<file path="config.mk">
export PLATFORM = sky130hd
export DESIGN_NAME = fft_reorder_out
export DESIGN_NICKNAME = d
export VERILOG_FILES = /design/src/rtl/fft_reorder_out.sv
export SDC_FILE = /design/constraint.sdc
export NUM_CORES = 1
export LEC_CHECK = 0
export CAP_MARGIN = 20
export CORE_ASPECT_RATIO = 1.2
export CORE_MARGIN = 8
export CORE_UTILIZATION = 25
export DETAILED_ROUTE_END_ITERATION = 12
export DONT_BUFFER_PORTS = 1
export GPL_TIMING_DRIVEN = 0
export PLACE_DENSITY = 0.37
export SLEW_MARGIN = 10
export SYNTH_ARGS = -nofsm -noshare
export SYNTH_HDL_FRONTEND = slang
export SYNTH_SLANG_ARGS = --single-unit
</file>
<file path="constraint.sdc">
create_clock -name clk -period 3.9 [get_ports clk]
set_input_delay 0.585 -clock clk [delete_from_list [all_inputs] [get_ports clk]]
set_output_delay 0.585 -clock clk [all_outputs]
set_load 0.005 [all_outputs]
</file>
<file path="src/rtl/fft_reorder_out.sv">
// Dual-path FFT output reorder: bit-reversed beats in, 32 natural-order bins out via ping-pong banks.
// Optional `define FFT_REORDER_OVF_EN adds a sticky overflow flag for dropped frames.
module fft_reorder_out #(
    parameter int WIDTH = 10
) (
    input  logic             clk,
    input  logic             rst,
    input  logic             in_valid,
    input  logic [WIDTH-1:0] in_up_re,
    input  logic [WIDTH-1:0] in_up_im,
    input  logic [WIDTH-1:0] in_l_re,
    input  logic [WIDTH-1:0] in_l_im,
    output logic [WIDTH-1:0] out_re,
    output logic [WIDTH-1:0] out_im,
    output logic             out_valid,
    input  logic             out_ready,
    output logic [4:0]       out_index,
    output logic             out_last
`ifdef FFT_REORDER_OVF_EN
    ,
    output logic             overflow
`endif
);

    logic [3:0]         wr_k;
    logic               wr_bank;
    logic               rd_bank;
    logic [1:0]         full;
    logic [1:0]         full_next;
    logic [4:0]         rd_idx;
    logic               drop_frame;
    logic               frame_drop_now;
    logic               dropping;
    logic               wr_en;
    logic               frame_done;
    logic               rd_fire;
    logic               rd_wrap;
    logic [3:0]         wr_addr;
    logic [2*WIDTH-1:0] rd_word;

    // Upper-path bins (0..15) and lower-path bins (16..31) live in separate halves,
    // so each half needs only one write port per beat.
    logic [2*WIDTH-1:0] up_mem [2][16];
    logic [2*WIDTH-1:0] lo_mem [2][16];

    // The keep/drop decision is taken once at k=0 and held for the whole frame.
    assign frame_drop_now = in_valid && (wr_k == 4'd0) && (full == 2'b11);
    assign dropping       = (wr_k == 4'd0) ? frame_drop_now : drop_frame;
    assign wr_en          = in_valid && !dropping;
    assign frame_done     = wr_en && (wr_k == 4'd15);
    assign wr_addr        = {wr_k[0], wr_k[1], wr_k[2], wr_k[3]};

    // Output handshake: a bin transfers on any cycle where out_valid and out_ready are both
    // high; while out_valid is high and out_ready low, the presented bin and data hold.
    assign rd_fire = out_valid && out_ready;
    assign rd_wrap = rd_fire && (rd_idx == 5'd31);

    always_comb begin
        full_next = full;
        if (frame_done) full_next[wr_bank] = 1'b1;
        if (rd_wrap)    full_next[rd_bank] = 1'b0;
    end

    always_ff @(posedge clk or posedge rst) begin
        if (rst) begin
            wr_k       <= 4'd0;
            wr_bank    <= 1'b0;
            rd_bank    <= 1'b0;
            full       <= 2'b00;
            rd_idx     <= 5'd0;
            drop_frame <= 1'b0;
        end else begin
            if (in_valid) begin
                wr_k <= wr_k + 4'd1;
                if (wr_k == 4'd0) drop_frame <= frame_drop_now;
            end
            if (frame_done) wr_bank <= ~wr_bank;
            full <= full_next;
            if (rd_fire) begin
                rd_idx <= rd_idx + 5'd1;
                if (rd_wrap) rd_bank <= ~rd_bank;
            end
        end
    end

`ifdef FFT_REORDER_OVF_EN
    always_ff @(posedge clk or posedge rst) begin
        if (rst) begin
            overflow <= 1'b0;
        end else if (frame_drop_now) begin
            overflow <= 1'b1;
        end
    end
`endif

    // Bank contents need no reset; full flags alone decide what is readable.
    always_ff @(posedge clk) begin
        if (wr_en) begin
            up_mem[wr_bank][wr_addr] <= {in_up_re, in_up_im};
            lo_mem[wr_bank][wr_addr] <= {in_l_re, in_l_im};
        end
    end

    assign rd_word   = rd_idx[4] ? lo_mem[rd_bank][rd_idx[3:0]] : up_mem[rd_bank][rd_idx[3:0]];
    assign out_re    = rd_word[2*WIDTH-1:WIDTH];
    assign out_im    = rd_word[WIDTH-1:0];
    assign out_valid = full[rd_bank];
    assign out_index = rd_idx;
    assign out_last  = (rd_idx == 5'd31);

endmodule

</file>
# Word level (Yosys, flattened, before mapping)
# Memories as Yosys holds them, arrays and structs flattened.
# Index checks and enable logic that the tools add are counted.
[totals]
ramBits = 1280
inputBits = 44
elab_cells = 59
reg_bits = 14
output_inout_bits = 27
latchBits = 0
memories = 2
mem_bits_ro = 0
[mem_list]
columns = ["name", "words", "word_bits", "rd", "rd_ports_with_merged_regs", "wr", "line_no", "rtl"]
rows = [
  ["lo_mem", 2, 320, 1, 0, 1, "44", "logic [2*WIDTH-1:0] lo_mem [2][16];"],
  ["up_mem", 2, 320, 1, 0, 1, "43", "logic [2*WIDTH-1:0] up_mem [2][16];"],
]
[classes]
n_reduce_logical = 12
n_mux = 20
eq_ne = 3
bitwise_logic = 7
div_mod_pow = 0
n_shift = 0
mul = 0
n_lt_le_gt_ge = 7
addsub = 2
[ops]
columns = ["operator", "count"]
rows = [
  ["320-bit 2-to-1 mux", 1],
  ["20-bit binary-select mux with 4-bit select", 2],
  ["20-bit 2-to-1 mux", 6],
  ["20-bit demux with 4-bit select", 1],
  ["5-bit >= comparator, second input constant", 2],
  ["4-bit NOT with 5-bit output", 2],
  ["1-bit logical AND", 9],
  ["1-bit 2-to-1 mux", 6],
  ["5-bit by 1-bit adder with 5-bit output, second input constant", 1],
  ["5-bit == test, second input constant", 1],
  ["5-bit by 1-bit < comparator with 1-bit output, second input constant", 1],
  ["4-bit by 1-bit adder with 4-bit output, second input constant", 1],
  ["4-bit == test, second input constant", 1],
  ["4-bit logical NOT", 1],
  ["1-bit by 2-bit < comparator with 1-bit output, second input constant", 2],
  ["2-bit 2-to-1 mux", 2],
  ["2-bit bitwise AND", 1],
  ["1-bit demux with 1-bit select", 2],
  ["2-bit == test, second input constant", 1],
  ["1-bit >= comparator, second input constant", 2],
  ["1-bit NOT", 2],
  ["2-bit NOT", 1],
  ["2-bit bitwise OR", 1],
  ["2-bit AND reduction", 1],
  ["1-bit logical NOT", 1],
]

# Longest topological paths before layout
# Gate-level depths: netlist of the first run.
[logic_depth]
ltp_word = 10
depth_mapped = 9
ltp_nobuf = 7

# Worst setup path before layout of the first run
# Ideal clock, no wire load.
[synth_path]
kind = "reg-to-reg"
start = "register wr_k[0]"
end = "memory lo_mem[1][160] (netlist bit), enable pin"
period_less_slack_ps = 3597
path_stages_with_launch = 8
required_time_ps = 3462
n_path_buf = 0
arrival_time_ps = 3160
setup_time_ps = 438
setup_slack_ps = 303
cell_sequence = "dfrtp_1 inv_1 ha_1 nor3b_1 mux2i_1 and2_1 nand2_1 nor2_1"
[synth_between]
elab_chain_len = 8
elab_cells_between_ends = 14
cone_classes = "order compare (2); mux (5); bitwise (1); reduce/logical (6)"
[synth_lines]
columns = ["item", "line_no", "rtl"]
rows = [
  ["start, declared", "25", "logic [3:0] wr_k;"],
  ["start signal, assigned", "74", "wr_k <= wr_k + 4'd1;"],
  ["branches (longest 7 deep; another with 5-bit >= comparator)", "-", ""],
  ["320-bit 2-to-1 mux (implied by the code) *", "100", "lo_mem[wr_bank][wr_addr] <= {in_l_re, in_l_im};"],
  ["end, declared", "44", ""],
]
# Mark *: on every way between the ends.

# Worst setup path in the final report of the first run
[layout_path]
start = "register rd_idx[1], in the netlist out_index[1]"
end = "output port out_re[2]"
[layout_between]
elab_chain_len = 5
elab_cells_between_ends = 8
cone_classes = "mux (7); bitwise (1)"
[layout_lines]
columns = ["item", "line_no", "rtl"]
rows = [
  ["start, declared", "30", "logic [4:0] rd_idx;"],
  ["start signal, assigned", "80", "rd_idx <= rd_idx + 5'd1;"],
  ["4-bit NOT with 5-bit output (implied by the code) *", "104", "assign rd_word = rd_idx[4] ? lo_mem[rd_bank][rd_idx[3:0]] : up_mem[rd_bank][rd_idx[3:0]];"],
  ["20-bit binary-select mux with 4-bit select", "104", ""],
  ["20-bit 2-to-1 mux (implied by the code) (2 in a row)", "104", ""],
  ["20-bit 2-to-1 mux *", "104", ""],
  ["end, declared", "13", "output logic [WIDTH-1:0] out_re,"],
]
# Every way passes the cells marked *; elsewhere a longest branch is shown, timed or not. The select of a mux whose other input is x is not followed.

==> flow_summary.toml, run 1 <==
[sta]
finalSetupViolCount = 0
rsz0062_at_grt = "yes"
max_slew.worst_pin.slew_ns = 1.10
fin_skew_ns = 0.0318
period_minus_slack_ns = 3.83
relSlewSlack = 0.263
tns_ns = 0
maxSlewViolCount = 0
finalHoldViolations = 0
min_period_over_period = 0.982
timing.fmax_ghz = 0.261

[die]
core_area_sq_mm = 0.198
rows = 179
die_area_sq_mm = 0.213
initial_core_util = 0.251
num_io_pins = 71
die_w_microns = 422
chipHeight_microns = 504

[synthesis]
ys_warn_count = 0
yosys.area.top_type = "edfxtp_1"
async_reset_ff_frac = 0.0108
netlist_top_cells_area = "edfxtp_1 (78%), mux4_2 (14%), mux2i_1 (2.2%), a22oi_1 (0.79%), dfrtp_1 (0.71%)"
yosysSeqAreaShare = 0.783
synth_cell_types = 41
synth_edf_count = 1280
synth.top_cell.area_share = 0.776
postSynthCellCount = 2163
synth_flop_cell = "edfxtp_1"
synth_nets = 2213
syn-mean-instance-area_sq_um = 22.9
syn_area_sq_mm = 0.0496
synth-seq-cells = 1294

[placed_design]
routabilityCongestion = 0.737
hpwlAfterDp_microns = 104000
dp.cells = 4863
io_buffers = 0

[routing]
top_layer = "met5"
routed_wirelength_microns = 154000
via_per_inst = 4.58
route.met3.wl_microns = 6540
wl_per_cell_microns = 29.7
drc = 0
drtAntennaViolNets = 0
drt_first_pass_iters = 5
dr_total_vias = 23800
wl_met2_microns = 80200
met1_length_microns = 63100
first_iter_violations = 1805

[global_routing]
grt_max_degree = 33
gr-total-overflow = 0
grt_antenna_before_repair = 5
first_global_vias = 25800
grt_util_all_layers = 0.142
grt_pass1_wl_microns = 213000

[setup_path]
cp_top_family = "buffers and inverters"
path_cells = "buf_4 > buf_12 > buf_8 > buf_12 > mux2i_4 > nor2_2 > a311oi_4 > o22ai_4"
criticalPathCategory = "flip-flop to primary output"
startpoint_type = "flip-flop"
crit_top_cell = "buf_12"
cp.required_ns = 3.31
path_buf_inv = 4
slowest_stage = "dfrtp_2"
cp_data_arrival_time_ns = 3.25
crit_fanout = 10
endpoint_kind = "primary output"
slowest_delay_ns = 0.47

[job]
cap_viol_max_count = 0

[power]
power.density_mw_per_mm2 = 613
p_leak_nw = 19.0
peakVddDrop_uv = 522

[layout]
drive_gt1_frac = 0.366
ff_latch_area_sq_mm = 0.0388
fillers = 18800
multi_input_area_sq_mm = 0.0116
final_nets = 2510
syn_to_final_growth_pct = 25.9
fin_cells = 5189

[clocking]
clkSlewWorstSetupHoldPaths_ns = 0.06
htreeDepth = 4
clockBufferDepth = 3
cts_tree = "built"
cts.sinks = 1294
cts_buffers = 138
cts-root-buf = "clkbuf_16"
clkLatencyLatePin_ns = 0.77

[min_path]
hold_path.class = "primary input to flip-flop"

[run_status]
status = "completed"
-- metrics by stage --
step                hold slack (ns)  cell area (sq um)  utilization  power, mW  worst slack, ns
detailed placement            0.540              54700        0.277       23.6            -1.36
floorplan                     0.459              49600            -       20.2            0.303
global route                 0.0633              62400        0.316       39.6          -0.0651
finish                        0.104              62400        0.316       38.2           0.0688
CTS                          0.0261              61800        0.313       38.6           -0.123
global placement              0.483              52800        0.268       23.3            -3.19
-- layer usage --
metal | vias to the layer above | GRT usage
met5 | - | 0
met4 | 2 | 0.0408
met3 | 203 | 0.0259
met2 | 556 | 0.252
met1 | 13200 | 0.177
li1 | 9858 | -
-- worst reg2reg max path: stages (launching register included) --
cell and delay [ns]:
dfrtp_1 0.44, inv_1 0.11, ha_1 0.17, nor3b_1 0.24, mux2i_1 0.25, nand3_1 0.68, nor2_4 0.79, buf_16 0.26
buf_12 0.21
-- cells by family after synthesis --
kind of cell | Yosys count | synth area share
XOR/XNOR | 6 | 0.00106
multiplexers | 429 | 0.166
AND/OR/NAND/NOR | 145 | 0.0126
flip-flops | 1294 | 0.783
AO/OA/AOI/OAI | 161 | 0.0234
adder cells (fa/ha/maj) | 6 | 0.00151
buffers and inverters | 122 | 0.0127
-- sequential cells by signal (all words and copies together) (netlist names) --
name and cells:
lo_mem 640, up_mem 640, out_index 5, wr_k 4, full 2, drop_frame 1, rd_bank 1, wr_bank 1
-- report_power, final --
| group | switching, mW | internal [mW] | total, mW |
|---|---|---|---|
| Clock | 5.48 | 7.55 | 13.0 |
| Sequential | 0.176 | 15.7 | 15.9 |
| Combinational | 5.40 | 3.87 | 9.27 |
-- final timing paths --
check	cells past startpoint	end	slack [ns]	start
worst max-delay path	8	out_re[2]	0.07	out_index[1]$_DFFE_PP0P_
worst min-delay path	1	lo_mem[0][83]$_DFFE_PP_	0.10	in_l_im[3]
worst max register to register	8	up_mem[0][72]$_DFFE_PP_	0.39	wr_k[0]$_DFFE_PP0P_
worst min register to register	2	drop_frame$_DFFE_PP0P_	0.53	drop_frame$_DFFE_PP0P_
max in group asynchronous	2	out_index[1]$_DFFE_PP0P_	2.99	rst
min in group asynchronous	2	wr_k[1]$_DFFE_PP0P_	0.39	rst
-- placed cells by master (no fill, tap or decap), types with 7 or more instances in the layout --
cell / netlist / layout
buf_6: 6 / 26
clkbuf_4: 0 / 9
dfrtp_1: 14 / 10
buf_12: 0 / 105
a221oi_4: 0 / 11
clkbuf_2: 0 / 13
clkinv_2: 0 / 19
mux2i_2: 0 / 15
a21oi_1: 34 / 20
buf_4: 21 / 32
inv_6: 0 / 9
buf_8: 0 / 24
nor2_2: 0 / 7
clkbuf_1: 31 / 26
clkinv_1: 0 / 31
buf_16: 0 / 28
a21oi_2: 0 / 11
mux4_2: 314 / 314
nand2_1: 63 / 53
mux2i_1: 111 / 67
nand2_2: 0 / 10
a22oi_2: 0 / 12
dlygate4sd3_1: 0 / 25
a311oi_4: 0 / 9
edfxtp_1: 1280 / 1280
clkbuf_16: 0 / 143
nor2_4: 0 / 32
mux2i_4: 0 / 29
nor2_1: 52 / 13
a221oi_2: 0 / 8
a22oi_1: 52 / 40
bufinv_16: 0 / 13
o22ai_4: 0 / 13
-- layout make-up --
type,count,area share
Buffer,114,0.0235
Clock inverter,77,0.0117
Timing Repair Buffer,160,0.0445
Antenna cell,2,0.0000802
Multi-Input combinational cell,747,0.187
Tap cell,2624,0.0526
Sequential cell,1294,0.622
Inverter,5,0.000301
Clock buffer,166,0.0588
-- cells in the mapped netlist (3+ instances only) --
cell and instances:
nand3_1 3, o221ai_1 6, nor2_1 52, o22ai_1 14, a21o_1 6, mux2_2 4
a22oi_1 52, inv_1 5, mux2i_1 111, nor2b_1 4, buf_1 19, a31oi_1 3
o21ai_0 4, a21oi_1 34, and2_1 7, a221oi_1 19, xnor2_1 5, a32o_1 6
edfxtp_1 1280, a311oi_1 13, ha_1 6, buf_2 40, mux4_2 314, buf_4 21
clkbuf_1 31, buf_6 6, nand2b_1 3, nand2_1 63, dfrtp_1 14
-- timing repair --
item,CTS,global route
gates cloned,2,0
gates resized for setup,446,66
endpoints found under the hold margin,1297,0
buffers inserted,23,3
hold buffers,42,0
setup endpoints to repair,21,20
pin swaps,36,9
No activity file was read; power rests on OpenSTA's default activity.
==> inputs of run 2 (changes only) <==
Settings changed: HOLD_SLACK_MARGIN set to 0.06.
==> flow_summary.toml, run 2 (synthesized netlist as in run 1, its figures left out) <==
[setup_path]
cp.required_ns = 3.31
cp_top_family = "buffers and inverters"
startpoint_type = "flip-flop"
path_cells = "buf_6 > buf_12 > buf_16 > buf_12 > mux4_2 > mux2i_4 > nor2_2 > a311oi_4 > o22ai_4"
endpoint_kind = "primary output"
criticalPathCategory = "flip-flop to primary output"
path_buf_inv = 4
slowest_delay_ns = 0.51
slowest_stage = "dfrtp_2"
crit_top_cell = "buf_12"
cp_data_arrival_time_ns = 3.25
crit_fanout = 10

[global_routing]
grt_max_degree = 33
first_global_vias = 25900
gr-total-overflow = 0
grt_antenna_before_repair = 5
grt_util_all_layers = 0.142
grt_pass1_wl_microns = 213000

[die]
die_area_sq_mm = 0.213
die_w_microns = 422
chipHeight_microns = 504
num_io_pins = 71
initial_core_util = 0.251
core_area_sq_mm = 0.198
rows = 179

[power]
peakVddDrop_uv = 523
p_clk_frac = 0.341
intPower_mw = 27.2
p_leak_nw = 19.1
power.density_mw_per_mm2 = 612
finalPower_mw = 38.2
seq_power_share = 0.416
p_comb_frac = 0.243
net-switching-power_mw = 11.1
swShare = 0.289

[routing]
drtAntennaViolNets = 0
routed_wirelength_microns = 154000
drt_first_pass_iters = 5
dr_total_vias = 23800
first_iter_violations = 1782
via_per_inst = 4.57
wl_per_cell_microns = 29.6
drc = 0

[layout]
layout_commonest_cell = "edfxtp_1"
final_nets = 2524
fillers = 18800
multi_input_area_sq_mm = 0.0116
drive_gt1_frac = 0.364
ff_latch_area_sq_mm = 0.0388
final_cell_mix = "edfxtp_1 (1280), mux4_2 (314), clkbuf_16 (143), buf_12 (105), mux2i_1 (67)"
design_area_sq_mm = 0.0625
post-route-util = 0.316
syn_to_final_growth_pct = 26.1

[clocking]
clkLatencyLatePin_ns = 0.77
htreeDepth = 4
cts-root-buf = "clkbuf_16"
cts_buffers = 138
clkSlewWorstSetupHoldPaths_ns = 0.07
cts_tree = "built"
cts.sinks = 1294
clockBufferDepth = 3

[placed_design]
routabilityCongestion = 0.737
hpwlAfterDp_microns = 104000
io_buffers = 0
dpl_cell_area_sq_mm = 0.0547
dp_slack_ns = -1.36

[sta]
maxSlewViolCount = 0
relSlewSlack = 0.285
timing.fmax_ghz = 0.261
period_minus_slack_ns = 3.83
rsz0062_at_grt = "yes"
finalSetupViolCount = 0
min_period_over_period = 0.982
max_slew.worst_pin.slew_ns = 1.07
holdWs_ns = 0.124
finalHoldViolations = 0
fin_skew_ns = 0.0308
fin_ws_ns = 0.0692

[run_status]
status = "completed"

[min_path]
hold_path.class = "primary input to flip-flop"

[job]
cap_viol_max_count = 0
-- run 2: cell count changes in the layout (fill, tap and decap cells not counted), sizes merged --
cell	delta
dlygate4sd3	+14
-- run 2: path summary, 6_finish.rpt --
check / startpoint / to / slack (ns) / cells after the start
max: out_index[0]$_DFFE_PP0P_ / out_re[2] / 0.07 / 9
min in group asynchronous: rst / wr_k[1]$_DFFE_PP0P_ / 0.39 / 2
min reg2reg: drop_frame$_DFFE_PP0P_ / drop_frame$_DFFE_PP0P_ / 0.54 / 2
max in group asynchronous: rst / out_index[1]$_DFFE_PP0P_ / 2.99 / 2
min: in_l_re[3] / lo_mem[1][313]$_DFFE_PP_ / 0.12 / 1
max reg2reg: wr_k[0]$_DFFE_PP0P_ / up_mem[0][72]$_DFFE_PP_ / 0.40 / 8
-- run 2: through the flow --
step | TNS, ns | cells
finish | 0 | 5203
floorplan | 0 | 2163
global placement | -3462.07 | 4787
detailed placement | -16.35 | 4863
CTS | -1.39 | 5184
global route | -0.385 | 5202
-- run 2: routing by layer --
| metal | track usage | part of all wire | vias to the layer above |
|---|---|---|---|
| li1 | - | - | 9878 |
| met5 | 0 | 0.000084 | - |
| met4 | 0.0408 | 0.027 | 2 |
| met2 | 0.252 | 0.52 | 506 |
| met3 | 0.0253 | 0.038 | 196 |
| met1 | 0.178 | 0.41 | 13200 |
-- run 2: cell type report --
type	instances	area share
sequential	1294	0.621
multi-input combinational	747	0.186
clock buffer	166	0.0586
tap	2624	0.0525
timing repair buffer	174	0.0466
buffer	114	0.0235
clock inverter	77	0.0117
inverter	5	0.000300
antenna	2	0.0000801
-- run 2: timing repair --
| item | in CTS | in global routing |
|---|---|---|
| setup endpoints to repair | 21 | 20 |
| hold buffers | 56 | 0 |
| pin swaps | 36 | 9 |
| gates resized for setup | 446 | 66 |
| endpoints found under the hold margin | 1300 | 0 |
| cloned | 2 | 0 |
| buffers inserted | 23 | 3 |
-- run 2: power groups by stage --
| stage | clock (mW) | combinational [mW] | sequential, mW |
|---|---|---|---|
| final | 13.0 | 9.28 | 15.9 |
| after global routing | 13.9 | 9.79 | 15.9 |
| after CTS | 13.4 | 9.30 | 15.9 |
| after detailed placement | 0 | 7.35 | 16.2 |
| after global placement | 0 | 7.04 | 16.3 |
| after floorplan | 0 | 4.05 | 16.1 |
==> patch, RTL diff (settings of run 1) <==
`WIDTH`: 10 -> 9.
--- a/src/rtl/fft_reorder_out.sv
+++ b/src/rtl/fft_reorder_out.sv
@@ -3,3 +3,3 @@
 module fft_reorder_out #(
-    parameter int WIDTH = 10
+    parameter int WIDTH = 9
 ) (
Interface: changed (6 resized); port bits go from 71 to 65. The function was not compared with the original's and may differ.
==> patch against run 1 <==
  * Routed wire length down 7.8%
  * Total power down 10%
  * Hold slack worse by 0.027 ns
  * Highest routed layer unchanged
  * Synthesized cell count shrank 7.4%
  * Synthesized area is 9.7% lower
  * Via count shrank 9.4%
  * Worst setup slack better by 0.037 ns
  * Count of clock-buffer cells in the layout shrank 13
  * Sequential cell count is 128 lower
  * Final area decreased by 11%
  * Critical path type unchanged
  * First-iteration DRC count down 11%
  * Core utilization fell by 0.48 points
==> patch: results (changes against run 1) <==
| Metric | Value |
|---|---|
| HP Start | out_ready (was in_l_im[3]) |
| Register area share after synthesis | 78.1% (was 78.3%) |
| Worst hold path cell count | 2 (was 1) |
| Clock Latency Late Sink | 0.75 ns (was 0.77 ns) |
| Inst Count DP | 4391 (was 4863) |
| Met3 wire len | 6830 um (was 6540 um) |
| # nets final | 2301 (was 2510) |
| CP endpoint | out_re[3] (was out_re[2]) |
| Post-synthesis compound-gate area fraction | 2.44% (was 2.34%) |
| H-tree Lvls | 3 (was 4) |
| Leak | 16.9 nW (was 19.0 nW) |
| Asr flop ratio synth | 1.20% (was 1.08%) |
| First-pass GRT wire length | 195000 um (was 213000 um) |
| Status | finished, final reports clean (unchanged) |
| Mux share of post-synthesis cell area | 16.0% (was 16.6%) |
| Mapped Cells | 2002 (was 2163) |
| WP data arrival | 3.21 ns (was 3.25 ns) |
| Layout cells sized above 1 | 34.1% (was 36.6%) |
| Yosys cell types | 45 (was 41) |
| Largest stage delay on the critical path | 0.67 ns (was 0.47 ns) |
| Worst rel slew slack | 28.7% (was 26.3%) |
| Worst path slowest cell | clkbuf_1 (was dfrtp_2) |
| Crit path from | out_index[2]$_DFFE_PP0P_ (was out_index[1]$_DFFE_PP0P_) |
| CTS Buf Count | 119 (was 138) |
| Wl on met1 | 58100 um (was 63100 um) |
| HPWL after detailed placement | 98400 um (was 104000 um) |
| FILL cells | 17000 (was 18800) |
| Met2 wire len | 74200 um (was 80200 um) |
| Worst hold slack | 0.0774 ns (was 0.104 ns) |
| Vias | 21500 (was 23800) |
| Post-synthesis xor/xnor area fraction | 0.117% (was 0.106%) |
| Mean routed wirelength per cell | 30.3 um (was 29.7 um) |
| GPL Wtd Cong | 0.735 (was 0.737) |
| Synth top area cells | edfxtp_1, mux4_2, mux2i_1, dfrtp_1, nand2_1 (was edfxtp_1, mux4_2, mux2i_1, a22oi_1, dfrtp_1) |
| DRC | 0 (unchanged) |
| Iter 0 DRT Violations | 1602 (was 1805) |
| Adder-cell share of the synthesized area | 0.168% (was 0.151%) |
| Most frequent cells after synthesis | edfxtp_1, mux4_2, nand2_1 (was edfxtp_1, mux4_2, mux2i_1) |
| Post-synth EDFFs | 1152 (was 1280) |
| Reg2reg end | up_mem[1][212]$_DFFE_PP_ (was up_mem[0][72]$_DFFE_PP_) |
| Vias in the first global route | 23000 (was 25800) |
| Hold endpoint | full[0]$_DFF_PP0_ (was lo_mem[0][83]$_DFFE_PP_) |
[patch: changes by cell type after synthesis, moves of 6 or more]
cell and change:
a21oi_1 +12, nor2b_1 +12, a22oi_1 -20, buf_4 -6, nand2_1 +28, a32o_1 -6, mux4_2 -30, buf_1 -7
o21ai_0 +7, mux2i_1 -35, a211oi_1 +11, edfxtp_1 -128, a21o_1 -6
[patch: what timing repair did]
action | CTS | global route
endpoints found under the hold margin | 1167 | 0
buffers inserted | 11 | 3
setup endpoints to repair | 19 | 13
resized for setup | 316 | 34
gates cloned | 0 | 0
hold buffers | 38 | 0
pin swaps | 16 | 5
[patch: power breakdown]
| part | switching [mW] | total (mW) | internal (mW) |
|---|---|---|---|
| logic | 5.40 | 8.72 | 3.32 |
| registers | 0.159 | 14.3 | 14.2 |
| clock network | 4.91 | 11.3 | 6.37 |
[patch: area by class of cell]
type	instances	area, um^2	share of cell area, %
antenna	2	5.00	0.00902
buffer	108	1210	2.18
clock buffer	153	3160	5.69
clock inverter	73	659	1.19
inverter	5	18.8	0.0338
multi-input combinational	721	10100	18.2
sequential	1166	34900	63.0
tap	2322	2910	5.24
timing repair buffer	134	2490	4.50
[patch: worst register-to-register path: stages (launching register included)]
cell	delay, ns
dfrtp_1	0.44
inv_1	0.12
ha_1	0.19
nor3b_1	0.23
mux2i_1	0.25
and2_1	0.22
nand2_1	0.44
nor2_4	0.84
buf_16	0.26
buf_12	0.20
[patch: metrics by stage]
stage,setup slack (ns),instance area [um^2]
6_report,0.106,55500
5_1_grt,-0.0113,55500
4_1_cts,-0.0609,55100
3_5_place_dp,-0.912,49500
3_3_place_gp,-2.81,47700
2_1_floorplan,0.476,44800
[patch: per-layer routing]
metal	GRT usage [%]	vias to the layer above
met1	17.8	11900
li1	-	9015
met3	2.87	141
met5	0	-
met4	3.56	2
met2	26.2	507
